**src/rtl/hazard_ctrl_if.sv**
```systemverilog
// Hazard scheduler signal bundle.
//   slave  : hazard_ctrl side (pipeline status in, HZ_* controls out)
//   master : pipeline / bench side (drives status, observes controls)
interface hazard_ctrl_if;
  logic [4:0] ID_rs1, ID_rs2;
  logic       ID_rs1_vld, ID_rs2_vld;
  logic [4:0] EX_rd;
  logic       EX_rd_vld, EX_is_load, EX_mdu_start, EX_br_taken;
  logic       MDU_done, MEM_req, MEM_ack;
  logic       HZ_pc_stall, HZ_id_stall, HZ_ex_bubble, HZ_flush, HZ_bus_err;
  logic [1:0] HZ_state;

  modport slave (
    input  ID_rs1, ID_rs2, ID_rs1_vld, ID_rs2_vld, EX_rd, EX_rd_vld,
           EX_is_load, EX_mdu_start, EX_br_taken, MDU_done, MEM_req, MEM_ack,
    output HZ_pc_stall, HZ_id_stall, HZ_ex_bubble, HZ_flush, HZ_bus_err,
           HZ_state
  );

  modport master (
    output ID_rs1, ID_rs2, ID_rs1_vld, ID_rs2_vld, EX_rd, EX_rd_vld,
           EX_is_load, EX_mdu_start, EX_br_taken, MDU_done, MEM_req, MEM_ack,
    input  HZ_pc_stall, HZ_id_stall, HZ_ex_bubble, HZ_flush, HZ_bus_err,
           HZ_state
  );
endinterface

```
**src/rtl/hazard_ctrl.sv**
```systemverilog
// hazard_ctrl: RV32 pipeline hazard scheduler (load-use, multi-cycle MDU,
// data-bus wait states with watchdog, taken-branch flush).
// Ports:
//   clk, rst   core clock, asynchronous active-high reset
//   hz         hazard_ctrl_if.slave: pipeline status in, HZ_* controls out
//   HZ_stall_cnt, HZ_flush_cnt  (only with HZ_PERF_CNT_EN defined)
//              saturating counts of pc-stall / flush cycles
// Stall/bubble/flush are combinational; HZ_bus_err and HZ_state registered.
// Optional feature macro: HZ_PERF_CNT_EN.
module hazard_ctrl #(
  parameter int MEM_TIMEOUT = 16,
  parameter int CNT_W       = 8
) (
  input  logic          clk,
  input  logic          rst,
  hazard_ctrl_if.slave  hz
`ifdef HZ_PERF_CNT_EN
  ,
  output logic [31:0]   HZ_stall_cnt,
  output logic [31:0]   HZ_flush_cnt
`endif
);

  typedef enum logic [1:0] {
    RUN      = 2'd0,
    MDU_WAIT = 2'd1,
    MEM_WAIT = 2'd2,
    ILLEGAL  = 2'd3
  } state_t;

  localparam logic [CNT_W-1:0] TO_LAST = CNT_W'(MEM_TIMEOUT - 1);
  localparam logic [CNT_W-1:0] TO_PRE  = CNT_W'(MEM_TIMEOUT - 2);

  state_t           state_q, state_d;
  logic [CNT_W-1:0] cnt_q, cnt_d;
  logic             err_q, err_d;
  logic             load_use;
  logic             stall, bubble, flush;

  assign load_use = hz.EX_is_load & hz.EX_rd_vld & (hz.EX_rd != 5'd0) &
                    ((hz.ID_rs1_vld & (hz.ID_rs1 == hz.EX_rd)) |
                     (hz.ID_rs2_vld & (hz.ID_rs2 == hz.EX_rd)));

  always_ff @(posedge clk or posedge rst) begin
    if (rst) begin
      state_q <= RUN;
      cnt_q   <= '0;
      err_q   <= 1'b0;
    end else begin
      state_q <= state_d;
      cnt_q   <= cnt_d;
      err_q   <= err_d;
    end
  end

  always_comb begin
    state_d = state_q;
    cnt_d   = cnt_q;
    err_d   = 1'b0;
    stall   = 1'b0;
    bubble  = 1'b0;
    flush   = 1'b0;
    case (state_q)
      RUN: begin
        cnt_d = '0;
        // A taken branch squashes the ID instruction, so its load-use is moot.
        if (hz.EX_br_taken) flush = 1'b1;
        else if (load_use) begin
          stall  = 1'b1;
          bubble = 1'b1;
        end
        if (hz.MEM_req & ~hz.MEM_ack)                state_d = MEM_WAIT;
        else if (hz.EX_mdu_start & ~hz.MDU_done)     state_d = MDU_WAIT;
      end
      MDU_WAIT: begin
        stall = 1'b1;
        if (hz.MDU_done) state_d = RUN;
      end
      MEM_WAIT: begin
        stall = 1'b1;
        cnt_d = cnt_q + CNT_W'(1);
        // Error pulse is raised one cycle early so the registered flag lands
        // on the final wait cycle; any ack in that final cycle is ignored.
        if (cnt_q == TO_LAST) begin
          state_d = RUN;
          cnt_d   = '0;
        end else if (hz.MEM_ack) begin
          state_d = RUN;
          cnt_d   = '0;
        end else if (cnt_q == TO_PRE) begin
          err_d = 1'b1;
        end
      end
      default: begin
        state_d = RUN;
        cnt_d   = '0;
      end
    endcase
  end

  // Gate the combinational controls so everything reads 0 while in reset.
  assign hz.HZ_pc_stall  = stall  & ~rst;
  assign hz.HZ_id_stall  = stall  & ~rst;
  assign hz.HZ_ex_bubble = bubble & ~rst;
  assign hz.HZ_flush     = flush  & ~rst;
  assign hz.HZ_bus_err   = err_q;
  assign hz.HZ_state     = state_q;

`ifdef HZ_PERF_CNT_EN
  always_ff @(posedge clk or posedge rst) begin
    if (rst) begin
      HZ_stall_cnt <= '0;
      HZ_flush_cnt <= '0;
    end else begin
      if (hz.HZ_pc_stall && HZ_stall_cnt != 32'hFFFF_FFFF)
        HZ_stall_cnt <= HZ_stall_cnt + 32'd1;
      if (hz.HZ_flush && HZ_flush_cnt != 32'hFFFF_FFFF)
        HZ_flush_cnt <= HZ_flush_cnt + 32'd1;
    end
  end
`endif

endmodule
```
**src/flat_wrapper.sv**
```systemverilog
// flat-port wrapper written by rule: the top's interface ports become plain ports
module hazard_ctrl_flat 
#(
  parameter int MEM_TIMEOUT = 16,
  parameter int CNT_W       = 8
)
  (clk, rst, hz_ID_rs1, hz_ID_rs2, hz_ID_rs1_vld, hz_ID_rs2_vld, hz_EX_rd, hz_EX_rd_vld, hz_EX_is_load, hz_EX_mdu_start, hz_EX_br_taken, hz_MDU_done, hz_MEM_req, hz_MEM_ack, hz_HZ_pc_stall, hz_HZ_id_stall, hz_HZ_ex_bubble, hz_HZ_flush, hz_HZ_bus_err, hz_HZ_state);
  hazard_ctrl_if hz_i ();
  input  logic clk;
  input  logic rst;
  input wire logic [$bits(hz_i.ID_rs1)-1:0] hz_ID_rs1;
  input wire logic [$bits(hz_i.ID_rs2)-1:0] hz_ID_rs2;
  input wire logic [$bits(hz_i.ID_rs1_vld)-1:0] hz_ID_rs1_vld;
  input wire logic [$bits(hz_i.ID_rs2_vld)-1:0] hz_ID_rs2_vld;
  input wire logic [$bits(hz_i.EX_rd)-1:0] hz_EX_rd;
  input wire logic [$bits(hz_i.EX_rd_vld)-1:0] hz_EX_rd_vld;
  input wire logic [$bits(hz_i.EX_is_load)-1:0] hz_EX_is_load;
  input wire logic [$bits(hz_i.EX_mdu_start)-1:0] hz_EX_mdu_start;
  input wire logic [$bits(hz_i.EX_br_taken)-1:0] hz_EX_br_taken;
  input wire logic [$bits(hz_i.MDU_done)-1:0] hz_MDU_done;
  input wire logic [$bits(hz_i.MEM_req)-1:0] hz_MEM_req;
  input wire logic [$bits(hz_i.MEM_ack)-1:0] hz_MEM_ack;
  output wire logic [$bits(hz_i.HZ_pc_stall)-1:0] hz_HZ_pc_stall;
  output wire logic [$bits(hz_i.HZ_id_stall)-1:0] hz_HZ_id_stall;
  output wire logic [$bits(hz_i.HZ_ex_bubble)-1:0] hz_HZ_ex_bubble;
  output wire logic [$bits(hz_i.HZ_flush)-1:0] hz_HZ_flush;
  output wire logic [$bits(hz_i.HZ_bus_err)-1:0] hz_HZ_bus_err;
  output wire logic [$bits(hz_i.HZ_state)-1:0] hz_HZ_state;
  assign hz_i.ID_rs1 = hz_ID_rs1;
  assign hz_i.ID_rs2 = hz_ID_rs2;
  assign hz_i.ID_rs1_vld = hz_ID_rs1_vld;
  assign hz_i.ID_rs2_vld = hz_ID_rs2_vld;
  assign hz_i.EX_rd = hz_EX_rd;
  assign hz_i.EX_rd_vld = hz_EX_rd_vld;
  assign hz_i.EX_is_load = hz_EX_is_load;
  assign hz_i.EX_mdu_start = hz_EX_mdu_start;
  assign hz_i.EX_br_taken = hz_EX_br_taken;
  assign hz_i.MDU_done = hz_MDU_done;
  assign hz_i.MEM_req = hz_MEM_req;
  assign hz_i.MEM_ack = hz_MEM_ack;
  assign hz_HZ_pc_stall = hz_i.HZ_pc_stall;
  assign hz_HZ_id_stall = hz_i.HZ_id_stall;
  assign hz_HZ_ex_bubble = hz_i.HZ_ex_bubble;
  assign hz_HZ_flush = hz_i.HZ_flush;
  assign hz_HZ_bus_err = hz_i.HZ_bus_err;
  assign hz_HZ_state = hz_i.HZ_state;
  hazard_ctrl #(.MEM_TIMEOUT(MEM_TIMEOUT), .CNT_W(CNT_W)) u_core (.clk(clk), .rst(rst), .hz(hz_i));
endmodule
```
**config.mk**
```make
export PLATFORM = sky130hd
export DESIGN_NAME = hazard_ctrl_flat
export DESIGN_NICKNAME = d
export VERILOG_FILES = /design/src/rtl/hazard_ctrl_if.sv /design/src/rtl/hazard_ctrl.sv /design/src/flat_wrapper.sv
export SDC_FILE = /design/constraint.sdc
export NUM_CORES = 1
export LEC_CHECK = 0
export BUFFER_PORTS_ARGS = -buffer_cell sky130_fd_sc_hd__buf_4
export CORE_AREA = 2 2 63 65
export DETAILED_ROUTE_END_ITERATION = 12
export DIE_AREA = 0 0 65 67
export PLACE_DENSITY = 0.52
export SLEW_MARGIN = 30
export SYNTH_ARGS = -nofsm -noshare
export SYNTH_HDL_FRONTEND = slang
export SYNTH_SLANG_ARGS = --single-unit
```
**constraint.sdc**
```tcl
create_clock -name clk -period 5.55 [get_ports clk]
set_clock_uncertainty 0.05 [all_clocks]
set_input_delay 1.11 -clock clk [delete_from_list [all_inputs] [get_ports clk]]
set_output_delay 1.11 -clock clk [all_outputs]
set_load 0.05 [all_outputs]
```
==> impl_metrics.toml, run 1 <==
[run_status]
status = "finished clean"

[cells_and_area]
syn_to_final_growth_pct = 37.8
final_cells = 179
drive_above_1_share_pct = 29.0
multiInputGateArea_um2 = 564
ff_latch_area_um2 = 275
num-fill-cells = 384
antennaDiodeCount = 0
fin_nets = 164

[clock_tree]
cts_max_level = 1
clk_latency_ns = 0.24
clk_pin_slew_ns = 0.05
postCtsResizedCells = 0
clockRootBuffer = "clkbuf_8"
cts_buffers = 3
cts_hold_buf = 0
cts_setup_buffers = 0
cts_tree = "built"
numClockSinks = 11
cts_buffer_depth = 2

[grt]
antenna_found_initial = 0
grt_pass1_vias = 854
grt_pass1_wl_mm = 3.88
grtUsageTotal_pct = 11.5
grt_overflow = 0
grt_max_degree = 17

[critical_path]
worst_setup_path_end_kind = "output pin"
arrival_ns = 2.61
worstSetupStartpointType = "input port"
r2r_end = "u_core.cnt_q[6]"
regToRegSetupSlack_ns = 3.65
cp.required_ns = 4.39
crit_type = "input port to output pin"
reg2regPathDepth = 6
critPathMaxFanout = 3
reg2reg_from = "u_core.hz.HZ_state[0]"

[placed_design]
dp_hpwl_mm = 1.74
portBuffers = 32
place.gp.congestion = 0.768
dp.cells = 175
pre_cts_slack_ns = 1.80

[sta]
fin_crit_sh_pct = 67.9
setup_viol = 0
rsz0062_at_grt = "no"
max_freq_mhz = 266
setup_tns_ns = 0
tightestPinTransition_ns = 0.489
slew_viol_final = 0
finalWorstSetupSlack_ns = 1.78
hold_violations = 0
min_period_ns = 3.77
slew_headroom_pct = 67.4

[hold_path]
holdCritPathClass = "flop to flop"
min_to = "u_core.cnt_q[1]"
hp-start = "u_core.cnt_q[1]"
min_path_cells = 2

[route]
drt_wl_total_mm = 2.12
routedWlPerCell_um = 11.9
dr.pass1.iters = 4
drc = 0
drt_iter0_markers = 34
vias = 813
drtAntennaViolNets = 0
avgViaCountPerCell = 4.54

[die]
dieArea_um2 = 4360
core.rowCount = 22
die_w_um = 65
num_io_pins = 33
start_util_pct = 24.2
core-area_um2 = 3610
die_h_um = 67

[power_and_ir_drop]
p_leak_nw = 0.544
power_density_nw_per_um2 = 286
fin_total_pwr_uw = 344
ir_worst_vdd_mv = 0.0639

[synth]
ys_ff_latch = 11
synth_area_leaders = "dfrtp_1 (32%), ha_1 (8.6%), xor2_1 (8.0%)"
synth.top_cell.area_share_pct = 31.5
yosysTopAreaCell = "dfrtp_1"
postSynthCellCount = 98
ys_seq_area_share_pct = 31.5
syn_nets = 130
synth_area_um2 = 873
async_reset_ff_share_pct = 100
ys_warn_count = 0
synth-edff-count = 0
synth-main-ff-cell = "dfrtp_1"
syn-mean-instance-area_um2 = 8.91
synthDistinctLibCells = 32

[flow_run]
drv_cap = 0
## worst max-delay path, cell delays in order
cell and delay [ns]:
buf_4 0.13, xor2_1 0.15, nor4_1 0.32, a32oi_1 0.18
o41ai_1 0.44, buf_4 0.28
## flip-flops by register name, indices dropped and copies added, names as in the netlist
signal / cells
u_core.hz.HZ_state: 2
u_core.hz.HZ_bus_err: 1
u_core.cnt_q: 8
## routing by layer
layer	global-route usage, %	up-vias	routed length, um
met4	4.79	0	41
met5	0	-	0
li1	-	416	-
met3	1.69	5	46
met1	13.3	379	952
met2	20.9	13	1080
## synthesized netlist by cell type (all sizes together) (4+ instances only)
cell    instances
xor2            8
xnor2           4
nor4            4
o21ai           5
nand2           9
nand2b          4
nand3           5
nor2            8
dfrtp          11
inv             5
nor3            4
ha              6
## where the power goes
part,internal [mW],total (mW),switching [mW]
logic,0.0603,0.164,0.104
clock network,0.0504,0.0802,0.0298
registers,0.0884,0.0999,0.0116
total,0.199,0.344,0.145
## final cells by class
class                           instances  area share [%]
Multi-Input combinational cell         79            46.9
Sequential cell                        11            22.9
Timing Repair Buffer                   32            20.0
Tap cell                               48            4.99
Clock buffer                            4            3.74
Inverter                                5            1.56
## through the flow
step                      instance area (um2)  utilization (%)  hold slack [ns]
after floorplan                           873                -            0.473
after global placement                   1160             32.1            0.506
after detailed placement                 1160             32.1            0.521
after CTS                                1200             33.4            0.531
after global routing                     1200             33.4            0.567
final                                    1200             33.4            0.528
## worst max-delay path by stage
stage	startpoint	end
CTS	hz_EX_rd[3]	hz_HZ_id_stall
finish	hz_EX_rd[3]	hz_HZ_id_stall
global placement	hz_EX_rd[3]	hz_HZ_id_stall
floorplan	hz_EX_rd[3]	hz_HZ_pc_stall
detailed placement	hz_EX_rd[3]	hz_HZ_id_stall
global route	hz_EX_rd[3]	hz_HZ_pc_stall
## cell usage in the layout (no fill, tap or decap), types with 2 or more instances in the layout
| master | count |
|---|---|
| nand2b_1 | 4 |
| and3_1 | 2 |
| nand3_1 | 5 |
| ha_1 | 6 |
| nand2_1 | 9 |
| nor2_1 | 8 |
| clkbuf_8 | 3 |
| or4_1 | 3 |
| o21ai_0 | 5 |
| dfrtp_1 | 11 |
| xnor2_1 | 4 |
| nor4_1 | 3 |
| xor2_1 | 8 |
| nor3_1 | 4 |
| a21oi_1 | 3 |
| buf_4 | 32 |
| inv_1 | 5 |
## kinds of logic (layout without fill, tap and decap cells)
group,after synthesis,after routing,share of synthesized area (%)
simple gates,43,43,27.7
fa+ha+maj,6,6,8.60
flops,11,11,31.5
xor+xnor,12,12,12.0
compound gates,18,18,16.3
buf+inv,8,41,3.87
Note: power is estimated with default switching activity, not from simulation.
==> inputs of run 2 (changes only) <==
clock period = 3.8 ns   (was 5.55 ns; I/O delays follow)
==> run 2 against run 1 <==
Via count up 0.74%. Clock power up 48%. Die area unchanged. Global-route usage down 0.64 points. Clock-buffer cell count unchanged. Power up 47%. Sequential power up 46%. Cell count unchanged. First-iteration DRC count down 41%. Critical path type unchanged. Largest power group unchanged.
==> impl_metrics.toml, run 2 (synthesis results as in run 1) <==
[placed_design]
pre_cts_slack_ns = 0.858
place.gp.congestion = 0.828
dp_hpwl_mm = 1.68
dpl-instance-area_um2 = 1170
portBuffers = 32

[cells_and_area]
final_cell_mix = "buf_4 (32), dfrtp_1 (11), nand2_1 (9)"
final_common_cell = "buf_4"
largest-register = "u_core.cnt_q"
fin_util_pct = 33.6
final_cell_area_um2 = 1210
syn_to_final_growth_pct = 38.7
fin_nets = 164
antennaDiodeCount = 0
largest_reg_flops = 8
drive_above_1_share_pct = 29.8

[clock_tree]
cts_buffer_depth = 2
numClockSinks = 11
clk_pin_slew_ns = 0.05
cts_max_level = 1
cts_setup_buffers = 0
postCtsResizedCells = 0
clockRootBuffer = "clkbuf_8"
cts_hold_buf = 0
cts_tree = "built"
clk_latency_ns = 0.24
cts_buffers = 3

[power_and_ir_drop]
ir_worst_vdd_mv = 0.0928
fin_total_pwr_uw = 507
p_leak_nw = 0.549
power_density_nw_per_um2 = 418

[grt]
grt_max_degree = 17
grtUsageTotal_pct = 10.8
grt_overflow = 0
grt_pass1_vias = 849
antenna_found_initial = 0
grt_pass1_wl_mm = 3.66

[critical_path]
cp.required_ns = 2.99
worst_setup_path_end_kind = "output pin"
arrival_ns = 2.13
crit_type = "input port to output pin"
worstSetupStartpointType = "input port"
critPathMaxFanout = 3

[route]
vias = 819
routedWlPerCell_um = 11.6
avgViaCountPerCell = 4.58
drc = 0
drt_wl_total_mm = 2.08
drtAntennaViolNets = 0
dr.pass1.iters = 3
drt_iter0_markers = 20

[sta]
setup_tns_ns = 0
slew_headroom_pct = 68.1
fin_crit_sh_pct = 77.4
finalWorstSetupSlack_ns = 0.858
min_period_ns = 2.94
hold_violations = 0
max_freq_mhz = 340
rsz0062_at_grt = "no"
slew_viol_final = 0
setup_viol = 0
tightestPinTransition_ns = 0.479

[run_status]
status = "finished clean"

[die]
start_util_pct = 24.2
core-area_um2 = 3610
die_w_um = 65
num_io_pins = 33
die_h_um = 67
dieArea_um2 = 4360
core.rowCount = 22

[flow_run]
drv_cap = 0

[hold_path]
holdCritPathClass = "input port to async pin"
-- run 2: path summary, 6_finish.rpt --
kind	startpoint	endpoint	slack, ns	depth (start not counted)
worst max-delay path	hz_EX_rd[3]	hz_HZ_id_stall	0.86	6
worst min-delay path	rst	u_core.hz.HZ_state[1]	0.50	2
worst max register to register	u_core.hz.HZ_state[0]	u_core.cnt_q[6]	1.93	6
worst min register to register	u_core.cnt_q[1]	u_core.cnt_q[1]	0.53	2
max in group asynchronous	rst	u_core.cnt_q[5]	2.89	2
min in group clk	u_core.cnt_q[1]	u_core.cnt_q[1]	0.53	2
-- run 2: critical path, cell delays in order --
cell     delay, ns
buf_4         0.12
xor2_1        0.15
nor4_1        0.28
a32oi_1       0.18
o41ai_2       0.37
buf_4         0.26
-- run 2: cell type report --
| class | instances | area (um2) |
|---|---|---|
| sequential | 11 | 275 |
| tap | 48 | 60.1 |
| multi-input combinational | 79 | 572 |
| inverter | 5 | 18.8 |
| fill | 376 | 2390 |
| timing repair buffer | 32 | 240 |
| clock buffer | 4 | 45.0 |
-- run 2: per-stage QoR --
| stage | cells | hold WS [ns] |
|---|---|---|
| after floorplan | 98 | 0.473 |
| after global placement | 175 | 0.507 |
| after detailed placement | 175 | 0.516 |
| after CTS | 179 | 0.523 |
| after global routing | 179 | 0.554 |
| final | 179 | 0.502 |
-- run 2: power breakdown --
part / internal (mW) / switching, mW / leakage [nW] / total, mW
sequential: 0.129 / 0.0168 / 0.151 / 0.146
clock: 0.0738 / 0.0456 / 0.0228 / 0.119
combinational: 0.0901 / 0.151 / 0.375 / 0.241
-- run 2: metal layers --
metal / GRT usage (%) / part of all wire, % / vias to the layer above
met5: 0 / 0 / -
met4: 3.99 / 1.9 / 0
met3: 1.69 / 2.1 / 5
met2: 20.4 / 52 / 11
met1: 12.2 / 44 / 380
li1: - / - / 423
==> inputs of run 3 (changes only) <==
PLACE_DENSITY = 0.53   (was 0.52)
clock period = 2.7 ns   (was 3.8 ns; I/O delays follow)
==> run 3 against run 2 <==
Sequential power up 41%. Critical path depth is 1 higher. Critical path type is now flop to output pin. Cell count rose by 1.7%. Power grew 47%. Largest power group unchanged. Clock power grew 46%. Largest cell class unchanged. Highest routed layer unchanged. First-iteration DRC count shrank 55%. Clock-buffer cell count stayed put. Global-route usage up 1.0 points.
==> impl_metrics.toml, run 3 (synthesis results as in run 1) <==
[run_status]
status = "finished clean"

[clock_tree]
cts_setup_buffers = 0
cts_buffers = 3
cts_max_level = 1
clockRootBuffer = "clkbuf_8"
cts_buffer_depth = 2
cts_tree = "built"
clk_pin_slew_ns = 0.05
numClockSinks = 11
postCtsResizedCells = 0
cts_hold_buf = 0
clk_latency_ns = 0.25

[grt]
grt_max_degree = 17
grtUsageTotal_pct = 11.9
antenna_found_initial = 0
grt_overflow = 0
grt_pass1_vias = 864
grt_pass1_wl_mm = 3.93

[sta]
rsz0062_at_grt = "no"
tightestPinTransition_ns = 0.482
fin_crit_sh_pct = 94.3
min_period_ns = 2.55
slew_viol_final = 0
hold_violations = 0
setup_tns_ns = 0
setup_viol = 0
slew_headroom_pct = 67.8
max_freq_mhz = 393

[hold_path]
holdCritPathClass = "input port to async pin"

[cells_and_area]
multiInputGateArea_um2 = 588
antennaDiodeCount = 0
largest-register = "u_core.cnt_q"
final_cell_mix = "buf_4 (35), dfrtp_1 (11), nand2_1 (9)"
largest_reg_flops = 8
fin_nets = 167
num-fill-cells = 372
syn_to_final_growth_pct = 43.1
drive_above_1_share_pct = 32.1
fin_util_pct = 34.7
ff_latch_area_um2 = 275
final_common_cell = "buf_4"

[power_and_ir_drop]
comb_power_share_pct = 49.0
clkPwrFrac_pct = 23.3
p_leak_nw = 0.564
ir_worst_vdd_mv = 0.215
internal-power_uw = 428
power_density_nw_per_um2 = 595
sw_frac_of_total_pct = 42.5
seq_power_share_pct = 27.6
power.switching_uw = 316

[placed_design]
portBuffers = 32
dp_hpwl_mm = 1.79
place.gp.congestion = 0.832

[critical_path]
crit_cells = 7
cp.required_ns = 2.11
regToRegSetupSlack_ns = 0.83
slowest_delay_ns = 0.44
worstSetupStartpointType = "flop"
cp_slowest_cell = "dfrtp_1"
crit_type = "flop to output pin"
critPathMaxFanout = 5
worst_path_dominant_cell_family = "buffers and inverters"
cpMostUsedCell = "buf_4"
worst_setup_path_end_kind = "output pin"
crit_end = "hz_HZ_pc_stall"
cp_num_buf_inv = 3
reg2reg_from = "u_core.hz.HZ_state[0]"
reg2regPathDepth = 6
r2r_end = "u_core.cnt_q[6]"
arrival_ns = 1.96
path_cells = "inv_1 -> ha_1 -> and4b_1 -> o21ai_0 -> buf_4 -> o41ai_4 -> buf_4"
startpoint = "u_core.hz.HZ_state[0]"

[die]
die_w_um = 65
core-area_um2 = 3610
core.rowCount = 22
num_io_pins = 33
start_util_pct = 24.2
die_h_um = 67
dieArea_um2 = 4360

[route]
routedWlPerCell_um = 12.6
drt_wl_total_mm = 2.29
avgViaCountPerCell = 4.63
drc = 0
drtAntennaViolNets = 0
drt_iter0_markers = 9
dr.pass1.iters = 3
vias = 843

[flow_run]
drv_cap = 0
[run 3: cell type report]
type | instances | area share (%)
Inverter | 5 | 1.50
Multi-Input combinational cell | 79 | 47.0
Clock buffer | 4 | 3.60
Timing Repair Buffer | 35 | 21.0
Sequential cell | 11 | 22.0
Tap cell | 48 | 4.80
[run 3: how the worst min path moves through the flow]
stage | from | to | slack [ns] | cells after the start
finish | rst | u_core.cnt_q[6] | 0.29 | 3
global route | rst | u_core.hz.HZ_bus_err | 0.33 | 3
CTS | rst | u_core.cnt_q[7] | 0.30 | 3
detailed placement | u_core.cnt_q[1] | u_core.cnt_q[1] | 0.52 | 2
global placement | u_core.cnt_q[1] | u_core.cnt_q[1] | 0.50 | 2
floorplan | rst | u_core.cnt_q[0] | 0.35 | 1
[run 3: worst min-delay path, delay by kind of cell]
kind	cells	cell delay, ns
buf+inv	3	0.39
[run 3: through the flow]
step | power (mW) | std cells | hold WS, ns | worst slack (ns) | instance area [um2]
after floorplan | 0.452 | 98 | 0.348 | -0.213 | 897
after global placement | 0.568 | 178 | 0.497 | 0.231 | 1200
after detailed placement | 0.572 | 178 | 0.519 | 0.159 | 1200
after CTS | 0.751 | 182 | 0.296 | 0.159 | 1250
after global routing | 0.790 | 182 | 0.330 | 0.0659 | 1250
final | 0.744 | 182 | 0.292 | 0.153 | 1250
[run 3: per-layer routing]
layer / wire length [um] / global-route usage (%) / part of all wire [%] / vias up
met5: 0 / 0 / 0 / -
met3: 42 / 2.36 / 1.8 / 5
li1: - / - / - / 421
met2: 1170 / 20.9 / 51 / 11
met4: 39 / 6.12 / 1.7 / 0
met1: 1040 / 13.5 / 45 / 406
[run 3: power by group through the flow]
stage	logic (mW)	registers (mW)	clock network, mW
floorplan	0.213	0.239	0
finish	0.365	0.206	0.174
CTS	0.367	0.206	0.178
detailed placement	0.364	0.208	0
global placement	0.362	0.206	0
global route	0.395	0.209	0.186
